### src/rtl/dmem_pkg.sv
// Shared types and helpers for the data-memory controller.
// Vectors are [31:0]; big-endian lanes put byte 0 in bits [31:24].
package dmem_pkg;

  localparam int unsigned WORD_W        = 32;
  localparam int unsigned LANE_ADDR_LSB = 30;

  typedef enum logic [2:0] {
    IDLE,
    RD,
    WR,
    RMW_RD,
    RMW_WR,
    DONE
  } state_t;

  typedef enum logic [1:0] {
    SZ_BYTE,
    SZ_HALF,
    SZ_WORD
  } size_t;

  // Byte wins over half; neither means a full word.
  function automatic size_t decode_size(input logic is_byte, input logic is_half);
    if (is_byte) return SZ_BYTE;
    if (is_half) return SZ_HALF;
    return SZ_WORD;
  endfunction

  function automatic logic is_misaligned(input size_t sz, input logic [1:0] lane);
    return ((sz == SZ_HALF) && lane[0]) || ((sz == SZ_WORD) && (lane != 2'b00));
  endfunction

endpackage

### src/rtl/dmem_lane_unit.sv
// Combinational lane logic: load extract/extend and sub-word store merge.
module dmem_lane_unit
  import dmem_pkg::*;
(
  input  logic [1:0]        lane_i,
  input  size_t             size_i,
  input  logic              sext_i,
  input  logic [WORD_W-1:0] word_i,
  input  logic [WORD_W-1:0] wdata_i,
  output logic [WORD_W-1:0] rdata_o,
  output logic [WORD_W-1:0] merged_o
);

  logic [7:0]  byte_sel;
  logic [15:0] half_sel;

  always_comb begin
    byte_sel = word_i[31:24];
    half_sel = lane_i[1] ? word_i[15:0] : word_i[31:16];
    rdata_o  = word_i;
    merged_o = word_i;
    case (lane_i)
      2'd0:    byte_sel = word_i[31:24];
      2'd1:    byte_sel = word_i[23:16];
      2'd2:    byte_sel = word_i[15:8];
      default: byte_sel = word_i[7:0];
    endcase
    case (size_i)
      SZ_BYTE: begin
        rdata_o = {{24{sext_i & byte_sel[7]}}, byte_sel};
        case (lane_i)
          2'd0:    merged_o[31:24] = wdata_i[7:0];
          2'd1:    merged_o[23:16] = wdata_i[7:0];
          2'd2:    merged_o[15:8]  = wdata_i[7:0];
          default: merged_o[7:0]   = wdata_i[7:0];
        endcase
      end
      SZ_HALF: begin
        rdata_o = {{16{sext_i & half_sel[15]}}, half_sel};
        if (lane_i[1]) merged_o[15:0]  = wdata_i[15:0];
        else           merged_o[31:16] = wdata_i[15:0];
      end
      default: begin
        rdata_o  = word_i;
        merged_o = wdata_i;
      end
    endcase
  end

endmodule

### src/rtl/dmem_ctrl.sv
// DMEM controller: turns processor loads/stores into aligned word
// transactions on a req/ack backing memory, with RMW for sub-word stores.
module dmem_ctrl
  import dmem_pkg::*;
#(
  parameter int unsigned TIMEOUT = 64
) (
  input  logic              clock,
  input  logic              reset,
  input  logic              proc_req,
  input  logic [WORD_W-1:0] proc_addr,
  input  logic              proc_we,
  input  logic              proc_byte,
  input  logic              proc_half,
  input  logic              proc_sext,
  input  logic [WORD_W-1:0] proc_wdata,
  output logic [WORD_W-1:0] proc_rdata,
  output logic              proc_stall,
  output logic              proc_misaligned,
  output logic              bus_err,
  output logic              mem_req,
  output logic              mem_we,
  output logic [WORD_W-1:0] mem_addr,
  output logic [WORD_W-1:0] mem_wdata,
  input  logic [WORD_W-1:0] mem_rdata,
  input  logic              mem_ack
);

  localparam int unsigned CNT_W = (TIMEOUT > 1) ? $clog2(TIMEOUT) : 1;
  localparam logic [CNT_W-1:0] CNT_LAST = CNT_W'(TIMEOUT - 1);
  localparam int unsigned LANE_HI = WORD_W - 1 - LANE_ADDR_LSB;

  state_t            state_q, state_d;
  logic [WORD_W-1:0] addr_q, addr_d;
  logic              we_q, we_d;
  size_t             size_q, size_d;
  logic              sext_q, sext_d;
  logic [WORD_W-1:0] wdata_q, wdata_d;
  logic [WORD_W-1:0] merge_q, merge_d;
  logic [WORD_W-1:0] rdata_q, rdata_d;
  logic [CNT_W-1:0]  cnt_q, cnt_d;
  logic              mis_q, mis_d;
  logic              err_q, err_d;

  logic              accept_c;
  logic              in_mem_c;
  size_t             req_size_c;
  logic              req_mis_c;
  logic              tmo_c;
  logic [WORD_W-1:0] lane_rdata;
  logic [WORD_W-1:0] lane_merged;

  dmem_lane_unit u_lane (
    .lane_i   (addr_q[LANE_HI -: 2]),
    .size_i   (size_q),
    .sext_i   (sext_q),
    .word_i   (mem_rdata),
    .wdata_i  (wdata_q),
    .rdata_o  (lane_rdata),
    .merged_o (lane_merged)
  );

  // Next-state, hold-register capture and phase completion.
  always_comb begin
    state_d    = state_q;
    addr_d     = addr_q;
    we_d       = we_q;
    size_d     = size_q;
    sext_d     = sext_q;
    wdata_d    = wdata_q;
    merge_d    = merge_q;
    rdata_d    = rdata_q;
    cnt_d      = cnt_q + CNT_W'(1);
    mis_d      = 1'b0;
    err_d      = 1'b0;
    accept_c   = 1'b0;
    req_size_c = decode_size(proc_byte, proc_half);
    req_mis_c  = is_misaligned(req_size_c, proc_addr[LANE_HI -: 2]);
    tmo_c      = (cnt_q == CNT_LAST);

    case (state_q)
      IDLE, DONE: begin
        state_d = IDLE;
        if (proc_req) begin
          accept_c = 1'b1;
          addr_d   = proc_addr;
          we_d     = proc_we;
          size_d   = req_size_c;
          sext_d   = proc_sext;
          wdata_d  = proc_wdata;
          if (req_mis_c) begin
            state_d = DONE;
            mis_d   = 1'b1;
            rdata_d = '0;
          end else if (!proc_we) begin
            state_d = RD;
          end else if (req_size_c == SZ_WORD) begin
            state_d = WR;
          end else begin
            state_d = RMW_RD;
          end
        end
      end
      RD: begin
        if (mem_ack) begin
          rdata_d = lane_rdata;
          state_d = DONE;
        end else if (tmo_c) begin
          rdata_d = '0;
          err_d   = 1'b1;
          state_d = DONE;
        end
      end
      RMW_RD: begin
        if (mem_ack) begin
          merge_d = lane_merged;
          state_d = RMW_WR;
        end else if (tmo_c) begin
          err_d   = 1'b1;
          state_d = DONE;
        end
      end
      WR, RMW_WR: begin
        if (mem_ack) begin
          state_d = DONE;
        end else if (tmo_c) begin
          err_d   = 1'b1;
          state_d = DONE;
        end
      end
      default: state_d = IDLE;
    endcase

    // Each memory phase starts its timeout window from zero.
    if ((state_d != state_q) || (state_q == IDLE) || (state_q == DONE)) begin
      cnt_d = '0;
    end
  end

  always_ff @(posedge clock or negedge reset) begin
    if (!reset) begin
      state_q <= IDLE;
      addr_q  <= '0;
      we_q    <= 1'b0;
      size_q  <= SZ_WORD;
      sext_q  <= 1'b0;
      wdata_q <= '0;
      merge_q <= '0;
      rdata_q <= '0;
      cnt_q   <= '0;
      mis_q   <= 1'b0;
      err_q   <= 1'b0;
    end else begin
      state_q <= state_d;
      addr_q  <= addr_d;
      we_q    <= we_d;
      size_q  <= size_d;
      sext_q  <= sext_d;
      wdata_q <= wdata_d;
      merge_q <= merge_d;
      rdata_q <= rdata_d;
      cnt_q   <= cnt_d;
      mis_q   <= mis_d;
      err_q   <= err_d;
    end
  end

  // Bus outputs decode straight from the state register so reset drops them at once.
  assign in_mem_c        = (state_q == RD) || (state_q == WR) ||
                           (state_q == RMW_RD) || (state_q == RMW_WR);
  assign mem_req         = in_mem_c;
  assign mem_we          = (state_q == WR) || (state_q == RMW_WR);
  assign mem_addr        = in_mem_c ? {addr_q[WORD_W-1:2], 2'b00} : '0;
  assign mem_wdata       = (state_q == WR)     ? wdata_q :
                           (state_q == RMW_WR) ? merge_q : '0;
  assign proc_stall      = in_mem_c | accept_c;
  assign proc_rdata      = rdata_q;
  assign proc_misaligned = mis_q;
  assign bus_err         = err_q;

  logic unused_we;
  assign unused_we = we_q;

endmodule

### config.mk
export PLATFORM = sky130hd
export DESIGN_NAME = dmem_ctrl
export DESIGN_NICKNAME = d
export VERILOG_FILES = /design/src/rtl/dmem_pkg.sv /design/src/rtl/dmem_lane_unit.sv /design/src/rtl/dmem_ctrl.sv
export SDC_FILE = /design/constraint.sdc
export NUM_CORES = 1
export LEC_CHECK = 0
export BUFFER_PORTS_ARGS = -buffer_cell sky130_fd_sc_hd__buf_2
export CAP_MARGIN = 20
export CORE_MARGIN = 5
export CORE_UTILIZATION = 45
export CTS_CLUSTER_SIZE = 40
export DETAILED_ROUTE_END_ITERATION = 16
export GPL_TIMING_DRIVEN = 0
export PLACE_DENSITY = 0.81
export RECOVER_POWER = 25
export SYNTH_ARGS = -nofsm -noshare
export SYNTH_HDL_FRONTEND = slang
export SYNTH_HIERARCHICAL = 1
export SYNTH_SLANG_ARGS = --single-unit
### constraint.sdc
create_clock -name clock -period 4.65 [get_ports clock]
set_input_delay 0.93 -clock clock [delete_from_list [all_inputs] [get_ports clock]]
set_output_delay 0.93 -clock clock [all_outputs]
set_load 0.05 [all_outputs]
### Word level (Yosys, flattened, before mapping)

Index checks and enable logic that the tools add are counted.
Widths: inputs -> output; s select.

| cells by class | value |
|---|---|
| bitwise gates (word level) | 3 |
| equality and inequality tests | 15 |
| reduce and logical (&&, ||, !) cells | 21 |
| muxes and demuxes | 42 |
| $add $sub $neg | 1 |

Operator list:

| kind | number |
|---|---|
| $mux 32 | 7 |
| $pmux 32 s2 | 3 |
| $mux 16 | 3 |
| $mux 8 | 4 |
| $pmux 8 s3 | 1 |
| $mux 3 | 5 |
| $mux 1 | 12 |
| $mux 2 | 5 |
| $pmux 3 s3 | 1 |
| $logic_or 1x1->1 | 7 |
| $add 6x1->6 const B | 1 |
| $eq 2x1->1 const B | 3 |
| $eq 3x2->1 const B | 2 |
| $eq 3x3->1 const B | 2 |
| $eq 6x6->1 const B | 1 |
| $mux 6 | 1 |
| $reduce_or 3->1 | 2 |
| $eq 2x2->1 const B | 2 |
| $logic_not 2->1 | 2 |
| $ne 2x2->1 const B | 2 |
| $reduce_and 2->1 | 2 |
| $reduce_and 4->1 | 1 |
| $reduce_bool 2->1 | 2 |
| $reduce_or 4->1 | 1 |
| other kinds (8) | 10 |

| storage, ports and cells | value |
|---|---|
| output and inout bits | 101 |
| register bits after elaboration | 142 |
| bits of input ports | 104 |

### Logic depth before layout (Yosys ltp)

Gate-level depths: netlist (run 1).

| logic depth | value |
|---|---|
| depth in word-level cells | 14 |
| gate-level depth with buffers | 8 |
| gate-level depth less buffers | 5 |

### Modules after synthesis

Netlist (run 1), hierarchy kept.

Modules (own cells, without submodules):

| module | cells an instance | area each (um^2) | times used |
|---|---|---|---|
| dmem_ctrl | 426 | 6,075.8 | 1 |
| dmem_lane_unit | 239 | 1,727.9 | 1 |

### Worst setup path before layout (run 1)

Ideal clock, no wire load.

| timing path | value |
|---|---|
| path type | flip-flop to output port |
| start point | register state_q[0] |
| end point | output port mem_addr[23] |
| cell stages (with the launch flop) | 7 |
| required time | 3,720 ps |
| arrival time | 1,896 ps |
| slack | 1,824 ps |
| cell sequence | dfrtp_1 > buf_2 > nor3b_2 > nor2_1 > inv_2 > buf_2 > and2_1 |

| between the ends | value |
|---|---|
| word-level cells in the longest chain between the ends | 5 |
| elaborated cells between the ends (all ways) | 8 |
| classes of those cells | eq/ne: 4; mux: 1; reduce/logical: 3 |

RTL lines:

| what | RTL line | text |
|---|---|---|
| start: declaration | dmem_ctrl.sv:33 | `state_t state_q, state_d;` |
| start signal: assignment | dmem_ctrl.sv:154 | `state_q <= state_d;` |
| $eq 3x1->1 / $eq 3x2->1 (equally long branches) | dmem_ctrl.sv:169 | `assign in_mem_c = (state_q == RD) \|\| (state_q == WR) \|\|` |
| $logic_or 1x1->1 (2 in a row) | dmem_ctrl.sv:169 |  |
| $logic_or 1x1->1 * | dmem_ctrl.sv:170 | `(state_q == RMW_RD) \|\| (state_q == RMW_WR);` |
| net mem_req | dmem_ctrl.sv:21 | `output logic mem_req,` |
| $mux 32 * | dmem_ctrl.sv:173 | `assign mem_addr = in_mem_c ? {addr_q[WORD_W-1:2], 2'b00} : '0;` |
| end: declaration | dmem_ctrl.sv:23 | `output logic [WORD_W-1:0] mem_addr,` |

The timed path passes the listed nets; every way through them passes the cells marked *.

### Final worst setup path (run 1)

| timing path | value |
|---|---|
| start point | register state_q[0] |
| end point | output port mem_addr[11] |

| between the ends | value |
|---|---|
| word-level cells in the longest chain between the ends | 5 |
| elaborated cells between the ends (all ways) | 8 |
| classes of those cells | eq/ne: 4; mux: 1; reduce/logical: 3 |

RTL lines:

| what | RTL line |
|---|---|
| $eq 3x1->1 / $eq 3x2->1 (equally long branches) | dmem_ctrl.sv:169 |
| $logic_or 1x1->1 (2 in a row) | dmem_ctrl.sv:169 |
| $logic_or 1x1->1 * | dmem_ctrl.sv:170 |
| $mux 32 * | dmem_ctrl.sv:173 |

Every way passes the cells marked *; elsewhere a longest branch is shown, timed or not.

==> impl_metrics.env, run 1 <==
export IMPL_antenna_left=0
export IMPL_cp_start_kind="flip-flop"
export IMPL_yosys_warnings=6
export IMPL_crit_required_ns=3.72
export IMPL_grt_pass1_wl_microns=36110
export IMPL_crit_type="reg2out"
export IMPL_drive_above_1_share_pct=43.29
export IMPL_p_switching_mw=3.924
export IMPL_relSlewSlack_pct=-27.84
export IMPL_fin_tns_setup_ns=0
export IMPL_rrSetupSlack_ns=2.36
export IMPL_synth_top_area_cell="dfrtp_1"
export IMPL_path_buf_inv=4
export IMPL_rsz0062_at_grt="no"
export IMPL_pwr_share_comb_pct=57.1
export IMPL_path_depth=7
export IMPL_antenna_found_initial=0
export IMPL_core_area_sq_mm=0.01718
export IMPL_finalHoldViolCount=0
export IMPL_post_dp_hpwl_microns=17510
export IMPL_cts_made_buffers=17
export IMPL_grt_max_degree=79
export IMPL_ios=205
export IMPL_dpl_worst_slack_ns=1.405
export IMPL_viasPerCell=5.760
export IMPL_die_w_microns=141.7
export IMPL_clock_root_buffer="clkbuf_16"
export IMPL_critical_path_top_delay_family="simple AND/OR/NAND/NOR gates"
export IMPL_synth_commonest_cells="dfrtp_1 (141), mux2_2 (78), a22o_1 (72)"
export IMPL_cts_sinks=142
export IMPL_cts_resized=0
export IMPL_drtIter0Drc=617
export IMPL_min_path_type="reg2reg"
export IMPL_routedWlPerCell_microns=20.66
export IMPL_max_stage_delay_ns=0.73
export IMPL_grt_ovfl_total=0
export IMPL_powerDensity_mw_per_mm2=860.3
export IMPL_dieArea_sq_mm=0.02007
export IMPL_layout_nets=993
export IMPL_r2r_start="state_q[0]$_DFF_PN0_"
export IMPL_min_delay_start="cnt_q[0]$_DFF_PN0_"
export IMPL_synthFlopType="dfrtp_1"
export IMPL_synth_top_area_share_pct=45.21
export IMPL_peakVddDrop_v=0.0004197
export IMPL_internal_power_mw=4.410
export IMPL_design_area_sq_mm=0.009687
export IMPL_min_period_over_period_pct=80.87
export IMPL_drv_cap=1
export IMPL_slowest_stage="nor3b_2"
export IMPL_ys_seq_elements=142
export IMPL_wirelength_microns=23260
export IMPL_dpl_cell_area_sq_mm=0.009134
export IMPL_holdBufCountCts=0
export IMPL_row_count=48
export IMPL_routabilityCongestion=0.9568
export IMPL_fin_skew_ns=0.007203
export IMPL_cp_arrival_ns=2.83
export IMPL_worstSetupEndpointType="primary output"
export IMPL_area_delta_synth_final_pct=24.13
export IMPL_synthTopCellsByArea="dfrtp_1 (45%), mux2_2 (11%), a22o_1 (8.1%)"
export IMPL_yosysMostFrequentCell="dfrtp_1"
export IMPL_synth_edf_count=0
export IMPL_synth_seq_area_share_pct=45.55
export IMPL_sequentialPowerShare_pct=27.0
export IMPL_avgSynthCellArea_sq_um=11.73
export IMPL_io_buffers=202
export IMPL_setup_slack_ns=0.8896
export IMPL_grt_usage_pct=22.96
export IMPL_drtPass1Iterations=5
export IMPL_cp_common_cell="buf_2"
export IMPL_power_frac_clock_pct=16.0
export IMPL_htree_num_levels=4
export IMPL_cts_setup_buffers=0
export IMPL_fmax_ghz=0.2659
export IMPL_r2r_end="cnt_q[3]$_DFF_PN0_"
export IMPL_leakagePower_nw=4.696
export IMPL_cp_max_fo=10
export IMPL_period_minus_slack_ns=3.760
export IMPL_path_cells="buf_2 -> nor3b_2 -> nor2_1 -> inv_2 -> clkbuf_1 -> and2_1 -> buf_2"
export IMPL_synth_async_reset_ratio_pct=100.0
export IMPL_synth_distinct_cells=60
export IMPL_clk_latency_ns=0.42
export IMPL_clkTransAtPathRegs_ns=0.06
export IMPL_worstMarginPinSlew_ns=1.918
export IMPL_initial_utilization_pct=45.43
export IMPL_postSynthCellCount=665
export IMPL_grt_pass1_vias=6584
export IMPL_tritoncts="done"
export IMPL_route_detailed_drc=0
export IMPL_crit_path_start="state_q[0]$_DFF_PN0_"
export IMPL_cts_buffer_depth=2
export IMPL_diodes=0
export IMPL_crit_end="mem_addr[11]"
export IMPL_r2r_cells=5
export IMPL_outcome="finished with violations"
export IMPL_die_h_microns=141.7
export IMPL_slew_viol_final=79
export IMPL_setup_violations=0
export IMPL_syn_area_sq_mm=0.007804
export IMPL_p_sw_share_pct=47.08
export IMPL_violations="capacitance limit, slew limit"
export IMPL_routed_via_count=6486
export IMPL_fin_util_pct=56.40
-- logic make-up after synthesis --
| family | share of synthesized area, % |
|---|---|
| AOI/OAI and AO/OA | 17.11 |
| muxes | 21.92 |
| DFF | 45.55 |
| and+or+nand+nor | 10.15 |
| buffers and inverters | 4.505 |
| xor gates and xnor gates | 0.5613 |
| adders and majority gates | 0.1603 |
| other | 0.04805 |
-- per-layer routing --
layer  global-route usage, %  routed length, microns  part of all wire, %  vias to the layer above
li1                        -                       -                    -                     2945
met1                   30.01                    9492                   41                     3204
met2                   37.39                   11130                   48                      295
met3                   5.527                    2039                  8.8                       42
met4                   8.131                     597                  2.6                        0
met5                       0                       0                    0                        -
-- registers in the layout, indices dropped and copies added, names as in the netlist, 2 cells and up --
name / count
merge_q: 32
proc_rdata: 32
addr_q: 32
state_q: 3
wdata_q: 32
cnt_q: 6
size_q: 2
-- cells in the final DEF, fill, tap and decap left out, drive strengths merged, types with 5 or more instances in the layout --
master / Yosys / final
a221o: 10 / 10
a22o: 72 / 72
a22oi: 5 / 5
a32oi: 5 / 5
and2: 32 / 32
buf: 38 / 239
clkbuf: 21 / 45
clkinv: 0 / 5
dfrtp: 141 / 141
inv: 10 / 11
mux2: 108 / 108
mux2i: 37 / 37
nand2: 25 / 25
nand3: 12 / 12
nor2: 10 / 10
nor2b: 23 / 23
nor3: 6 / 6
nor4: 6 / 6
nor4b: 7 / 7
o21a: 5 / 5
o21ai: 32 / 32
o221ai: 16 / 16
-- power groups by stage --
stage	clock network, mW	logic, mW	registers [mW]
2_1_floorplan	0	3.42	2.42
3_3_place_gp	0	4.65	2.22
3_5_place_dp	0	4.73	2.25
4_1_cts	1.36	4.75	2.24
5_1_grt	1.41	5.04	2.31
6_report	1.33	4.75	2.25
-- worst min path at each step --
stage	endpoint	slack, ns	depth (start not counted)
after global placement	cnt_q[0]$_DFF_PN0_	0.46	1
after detailed placement	cnt_q[0]$_DFF_PN0_	0.46	1
final	cnt_q[0]$_DFF_PN0_	0.47	1
after CTS	cnt_q[0]$_DFF_PN0_	0.47	1
after floorplan	cnt_q[0]$_DFF_PN0_	0.44	1
after global routing	proc_rdata[13]$_DFFE_PN0P_	0.50	1
-- stage by stage --
step	hold slack, ns	cells	power [mW]
after floorplan	0.4436	666	5.832
after global placement	0.4630	1093	6.878
after detailed placement	0.4630	1094	6.980
after CTS	0.4732	1126	8.346
after global routing	0.5038	1126	8.765
final	0.4737	1126	8.334
-- area by class of cell --
type                            count  area, sq um
Buffer                             59        314.1
Clock buffer                       22        464.2
Clock inverter                     10        112.6
Fill cell                        1505         7490
Inverter                           10        37.54
Multi-Input combinational cell    455         3901
Sequential cell                   142         3555
Tap cell                          225        281.5
Timing Repair Buffer              203         1021
(Power assumes the default switching activity.)
==> run 2: changes to the inputs <==
--- a/config.mk
+++ b/config.mk
@@ -12,7 +12,7 @@
 export CTS_CLUSTER_SIZE = 40
 export DETAILED_ROUTE_END_ITERATION = 16
 export GPL_TIMING_DRIVEN = 0
-export PLACE_DENSITY = 0.81
+export PLACE_DENSITY = 0.83
 export RECOVER_POWER = 25
 export SYNTH_ARGS = -nofsm -noshare
 export SYNTH_HDL_FRONTEND = slang
==> constraint.sdc (replaced) <==
create_clock -name clock -period 3.1 [get_ports clock]
set_input_delay 0.62 -clock clock [delete_from_list [all_inputs] [get_ports clock]]
set_output_delay 0.62 -clock clock [all_outputs]
set_load 0.05 [all_outputs]
==> impl_metrics.env, run 2 (same netlist as run 1, synthesis figures left out) <==
export IMPL_setup_slack_ns=0.1479
export IMPL_drtIter0Drc=647
export IMPL_grt_pass1_vias=6451
export IMPL_htree_num_levels=4
export IMPL_layout_nets=994
export IMPL_leakagePower_nw=4.716
export IMPL_post_dp_hpwl_microns=17600
export IMPL_p_sw_share_pct=46.85
export IMPL_core_area_sq_mm=0.01718
export IMPL_multi_input_area_sq_mm=0.003908
export IMPL_antenna_found_initial=1
export IMPL_internal_power_mw=6.654
export IMPL_routed_via_count=6491
export IMPL_drv_cap=1
export IMPL_cp_common_cell="buf_2"
export IMPL_clkTransAtPathRegs_ns=0.06
export IMPL_ios=205
export IMPL_grt_usage_pct=22.79
export IMPL_n_fill_cell=1510
export IMPL_holdBufCountCts=0
export IMPL_slowest_stage="and2_1"
export IMPL_period_minus_slack_ns=2.952
export IMPL_relSlewSlack_pct=-4.535
export IMPL_drtPass1Iterations=7
export IMPL_io_buffers=202
export IMPL_viasPerCell=5.754
export IMPL_slew_viol_final=65
export IMPL_grt_max_degree=80
export IMPL_max_stage_delay_ns=0.36
export IMPL_fin_skew_ns=0.007602
export IMPL_row_count=48
export IMPL_wirelength_microns=23190
export IMPL_finalHoldViolCount=0
export IMPL_cp_arrival_ns=2.33
export IMPL_rsz0062_at_grt="no"
export IMPL_min_path_type="in2reg"
export IMPL_die_w_microns=141.7
export IMPL_power_frac_clock_pct=16.0
export IMPL_cts_made_buffers=17
export IMPL_crit_type="reg2out"
export IMPL_worstSetupEndpointType="primary output"
export IMPL_clk_latency_ns=0.43
export IMPL_hold_slack_ns=0.4196
export IMPL_violations="capacitance limit, slew limit"
export IMPL_worstMarginPinSlew_ns=1.568
export IMPL_sequentialPowerShare_pct=26.9
export IMPL_outcome="finished with violations"
export IMPL_cp_max_fo=10
export IMPL_routabilityCongestion=0.9570
export IMPL_final_common_cell="buf_2"
export IMPL_grt_pass1_wl_microns=35450
export IMPL_fmax_ghz=0.3387
export IMPL_p_switching_mw=5.866
export IMPL_route_detailed_drc=0
export IMPL_area_delta_synth_final_pct=24.34
export IMPL_drive_above_1_share_pct=43.57
export IMPL_cts_sinks=142
export IMPL_final_cell_mix="buf_2 (230), dfrtp_1 (141), mux2_2 (78), a22o_1 (72), mux2i_1 (37)"
export IMPL_die_h_microns=141.7
export IMPL_dieArea_sq_mm=0.02007
export IMPL_routedWlPerCell_microns=20.56
export IMPL_tritoncts="done"
export IMPL_initial_utilization_pct=45.43
export IMPL_regArea_sq_mm=0.003555
export IMPL_pwr_share_comb_pct=57.1
export IMPL_antenna_left=0
export IMPL_clock_root_buffer="clkbuf_16"
export IMPL_cp_start_kind="flip-flop"
export IMPL_dpl_worst_slack_ns=0.1965
export IMPL_min_period_over_period_pct=95.23
export IMPL_path_cells="buf_2 -> nor2b_1 -> and2_1 -> clkbuf_2 -> a22o_1 -> buf_2"
export IMPL_crit_required_ns=2.48
export IMPL_peakVddDrop_v=0.0006387
export IMPL_powerDensity_mw_per_mm2=1290
export IMPL_setup_violations=0
export IMPL_grt_ovfl_total=0
export IMPL_finalPower_mw=12.52
export IMPL_cts_buffer_depth=2
run 2: cell types whose count changed in the layout (fill, tap and decap cells not counted), sizes merged:
cell / change
clkinvlp: -1
inv: -1
clkbuf: +3
clkinv: -2
diode: +1
buf: +2
run 2: power by group through the flow:
stage          combinational [mW]  sequential, mW  clock [mW]
2_1_floorplan                5.12            3.62           0
3_3_place_gp                 6.97            3.33           0
3_5_place_dp                 7.10            3.38           0
4_1_cts                      7.15            3.36        2.04
5_1_grt                      7.56            3.46        2.11
6_report                     7.15            3.37        2.00
run 2: critical path: cells and delay by family, from the launching register on:
family                 cells  cell delay, ns
AO/OA/AOI/OAI              1            0.22
flip-flops                 1            0.31
AND/OR/NAND/NOR            2            0.59
buffers and inverters      3            0.79
run 2: worst paths after layout:
check	startpoint	end	slack (ns)	cells after the start
worst max-delay path	state_q[1]$_DFF_PN0_	mem_wdata[28]	0.15	6
worst min-delay path	proc_addr[4]	addr_q[4]$_DFFE_PN0P_	0.42	2
worst max register to register	state_q[0]$_DFF_PN0_	cnt_q[3]$_DFF_PN0_	1.00	5
worst min register to register	cnt_q[0]$_DFF_PN0_	cnt_q[0]$_DFF_PN0_	0.49	1
max in group asynchronous	reset	proc_rdata[9]$_DFFE_PN0P_	0.62	2
min in group asynchronous	reset	addr_q[6]$_DFFE_PN0P_	0.57	1
run 2: routing by layer:
layer | GRT usage [%] | vias to the layer above | part of all wire, %
met5 | 0 | - | 0
met4 | 10.40 | 0 | 3.7
met3 | 5.359 | 68 | 8.0
met2 | 35.60 | 312 | 47
met1 | 30.18 | 3164 | 41
li1 | - | 2947 | -
run 2: cell type report:
cell class | instances | share of cell area (%)
clock buffers | 26 | 5.042
multi-input cells | 455 | 40.27
flip-flops and latches | 142 | 36.63
repair buffers | 205 | 10.65
inverters | 10 | 0.3868
well taps | 225 | 2.901
clock inverters | 6 | 0.8511
diodes | 1 | 0.02579
plain buffers | 58 | 3.237
run 2: timing repair:
| action | 4_1_cts | 5_1_grt |
|---|---|---|
| buffers inserted | 2 | 0 |
| pin swaps | 1 | 0 |
| gates cloned | 0 | 0 |
| endpoints found under the setup margin | 59 | 10 |
| resized for setup | 3 | 2 |
run 2: stage by stage:
stage          utilization [%]  setup TNS [ns]  instances  area (sq um)
4_1_cts                  56.62               0       1127          9726
6_report                 56.49               0       1128          9703
5_1_grt                  56.49               0       1128          9703
2_1_floorplan                -               0        666          7807
3_3_place_gp             52.98          -80.03       1093          9100
3_5_place_dp             53.18               0       1094          9134
==> run 3: changes to the inputs <==
--- a/config.mk
+++ b/config.mk
@@ -12,9 +12,8 @@
 export CTS_CLUSTER_SIZE = 40
 export DETAILED_ROUTE_END_ITERATION = 16
 export GPL_TIMING_DRIVEN = 0
-export PLACE_DENSITY = 0.83
+export PLACE_DENSITY = 0.84
 export RECOVER_POWER = 25
 export SYNTH_ARGS = -nofsm -noshare
 export SYNTH_HDL_FRONTEND = slang
-export SYNTH_HIERARCHICAL = 1
 export SYNTH_SLANG_ARGS = --single-unit
==> impl_metrics.env, run 3 <==
export IMPL_outcome="finished with violations"
export IMPL_violations="capacitance limit, slew limit"
export IMPL_cts_sinks=142
export IMPL_rsz0062_at_grt="no"
export IMPL_htree_num_levels=4
export IMPL_synth_async_reset_ratio_pct=100.0
export IMPL_synth_distinct_cells=55
export IMPL_grt_max_degree=81
export IMPL_period_minus_slack_ns=2.966
export IMPL_synth_seq_area_share_pct=48.44
export IMPL_drive_above_1_share_pct=26.90
export IMPL_cts_buffer_depth=2
export IMPL_core_area_sq_mm=0.01594
export IMPL_slew_viol_final=63
export IMPL_cp_max_fo=12
export IMPL_clk_latency_ns=0.42
export IMPL_drv_cap=1
export IMPL_cts_setup_buffers=0
export IMPL_final_cell_mix="nand2_1 (227), buf_2 (204), dfrtp_1 (141), a22o_1 (47), clkbuf_1 (44)"
export IMPL_pwr_share_comb_pct=54.0
export IMPL_relSlewSlack_pct=-8.950
export IMPL_setup_violations=0
export IMPL_path_cells="nor2_2 -> and2_2 -> clkbuf_2 -> a22o_1 -> buf_2"
export IMPL_viasPerCell=5.593
export IMPL_critical_path_top_delay_family="simple AND/OR/NAND/NOR gates"
export IMPL_dieArea_sq_mm=0.01896
export IMPL_ios=205
export IMPL_routedWlPerCell_microns=19.09
export IMPL_synthFlopType="dfrtp_1"
export IMPL_peakVddDrop_v=0.0008602
export IMPL_powerDensity_mw_per_mm2=1275
export IMPL_leakagePower_nw=4.769
export IMPL_die_h_microns=137.7
export IMPL_antenna_found_initial=0
export IMPL_setup_slack_ns=0.1340
export IMPL_max_stage_delay_ns=0.51
export IMPL_wirelength_microns=23930
export IMPL_drtIter0Drc=858
export IMPL_clkTransAtPathRegs_ns=0.06
export IMPL_finalHoldViolCount=0
export IMPL_io_buffers=201
export IMPL_routed_via_count=7014
export IMPL_yosys_warnings=0
export IMPL_drtPass1Iterations=5
export IMPL_grt_ovfl_total=0
export IMPL_die_w_microns=137.7
export IMPL_fmax_ghz=0.3372
export IMPL_fin_util_pct=58.41
export IMPL_sequentialPowerShare_pct=27.5
export IMPL_synth_top_area_share_pct=48.08
export IMPL_holdBufCountCts=0
export IMPL_grt_pass1_vias=6842
export IMPL_synthTopCellsByArea="dfrtp_1 (48%), nand2_1 (12%), a22o_1 (5.6%)"
export IMPL_routabilityCongestion=0.9896
export IMPL_clock_root_buffer="clkbuf_16"
export IMPL_grt_pass1_wl_microns=36840
export IMPL_crit_required_ns=2.48
export IMPL_avgSynthCellArea_sq_um=9.116
export IMPL_crit_type="reg2out"
export IMPL_min_path_type="in2reg"
export IMPL_area_delta_synth_final_pct=26.91
export IMPL_slowest_stage="dfrtp_1"
export IMPL_path_buf_inv=2
export IMPL_worstMarginPinSlew_ns=1.634
export IMPL_route_detailed_drc=0
export IMPL_p_sw_share_pct=50.09
export IMPL_initial_utilization_pct=46.03
export IMPL_final_common_cell="nand2_1"
export IMPL_layout_nets=1129
export IMPL_fin_skew_ns=0.01005
export IMPL_post_dp_hpwl_microns=17890
export IMPL_worstSetupEndpointType="primary output"
export IMPL_dpl_worst_slack_ns=0.1675
export IMPL_yosysMostFrequentCell="nand2_1"
export IMPL_cp_start_kind="flip-flop"
export IMPL_p_switching_mw=5.947
export IMPL_ys_seq_elements=142
export IMPL_synth_top_area_cell="dfrtp_1"
export IMPL_synth_edf_count=0
export IMPL_cts_made_buffers=17
export IMPL_postSynthCellCount=805
export IMPL_row_count=46
export IMPL_antenna_left=0
export IMPL_synth_commonest_cells="nand2_1 (227), dfrtp_1 (141), clkbuf_1 (54)"
export IMPL_power_frac_clock_pct=18.6
export IMPL_cp_arrival_ns=2.35
export IMPL_min_period_over_period_pct=95.68
export IMPL_internal_power_mw=5.925
export IMPL_grt_usage_pct=25.33
export IMPL_tritoncts="done"
export IMPL_syn_area_sq_mm=0.007338
run 3: cell count changes after synthesis, sizes merged, moves of 24 or more:
cell	delta
a21oi	+31
mux2	-99
nand2	+202
buf	-26
a22o	-25
clkbuf	+33
o2bb2ai	+24
run 3: layout make-up:
type                            instances  area [sq um]
Multi-Input combinational cell        595          3508
Tap cell                              216         270.3
Antenna cell                            1         2.502
Clock buffer                           21         470.5
Clock inverter                         11         163.9
Sequential cell                       142          3555
Buffer                                 63         297.8
Timing Repair Buffer                  202          1033
Inverter                                3         11.26
Fill cell                            1451          6630
run 3: layer usage:
layer | global-route usage, % | vias up | wire length [microns]
met4 | 9.056 | 0 | 846
li1 | - | 3250 | -
met3 | 7.597 | 73 | 2496
met5 | 0 | - | 0
met1 | 33.60 | 3301 | 9832
met2 | 39.45 | 390 | 10760
run 3: what timing repair did:
action	4_1_cts	5_1_grt
gates cloned	0	0
pin swaps	0	0
endpoints found under the setup margin	62	43
gates resized for setup	9	8
run 3: tightest hold or removal path, cell delays in order:
cell and delay (ns):
buf_2 0.07, nand2_1 0.04, nand2_1 0.04
run 3: path summary, 6_finish.rpt:
| kind | from | to | slack (ns) | cells past startpoint |
|---|---|---|---|---|
| setup reg to reg | state_q[0]$_DFF_PN0_ | merge_q[12]$_DFFE_PN0P_ | 1.03 | 6 |
| hold / removal | proc_addr[19] | addr_q[19]$_DFFE_PN0P_ | 0.38 | 3 |
| hold reg to reg | addr_q[16]$_DFFE_PN0P_ | addr_q[16]$_DFFE_PN0P_ | 0.47 | 2 |
| max in group asynchronous | reset | size_q[1]$_DFFE_PN1P_ | 1.37 | 2 |
| setup / recovery | state_q[1]$_DFF_PN0_ | mem_wdata[12] | 0.13 | 5 |
| min in group asynchronous | reset | proc_rdata[10]$_DFFE_PN0P_ | 0.60 | 1 |
run 3: power by group through the flow:
stage | clock network (mW) | registers [mW] | logic (mW)
floorplan | 0 | 3.58 | 4.27
global placement | 0 | 3.22 | 6.25
detailed placement | 0 | 3.25 | 6.34
CTS | 2.22 | 3.24 | 6.38
global route | 2.31 | 3.34 | 6.90
finish | 2.21 | 3.26 | 6.41
run 3: logic make-up after synthesis:
| kind of cell | Yosys count | synth area share (%) |
|---|---|---|
| simple gates | 356 | 22.03 |
| mux | 32 | 4.689 |
| other cells | 1 | 0.05110 |
| fa+ha+maj | 1 | 0.1705 |
| compound gates | 198 | 19.68 |
| flops | 142 | 48.44 |
| xor+xnor | 6 | 0.7161 |
| buf+inv | 69 | 4.228 |
run 3: metrics by stage:
step	instance area, sq um	cells	power (mW)	TNS (ns)	hold WS [ns]
final	9313	1254	11.87	0	0.3831
after global routing	9310	1253	12.56	0	0.3713
after CTS	9299	1254	11.84	0	0.1925
after detailed placement	8652	1224	9.591	0	0.4560
after global placement	8618	1223	9.464	-78.62	0.4468
after floorplan	7342	806	7.852	0	0.3244
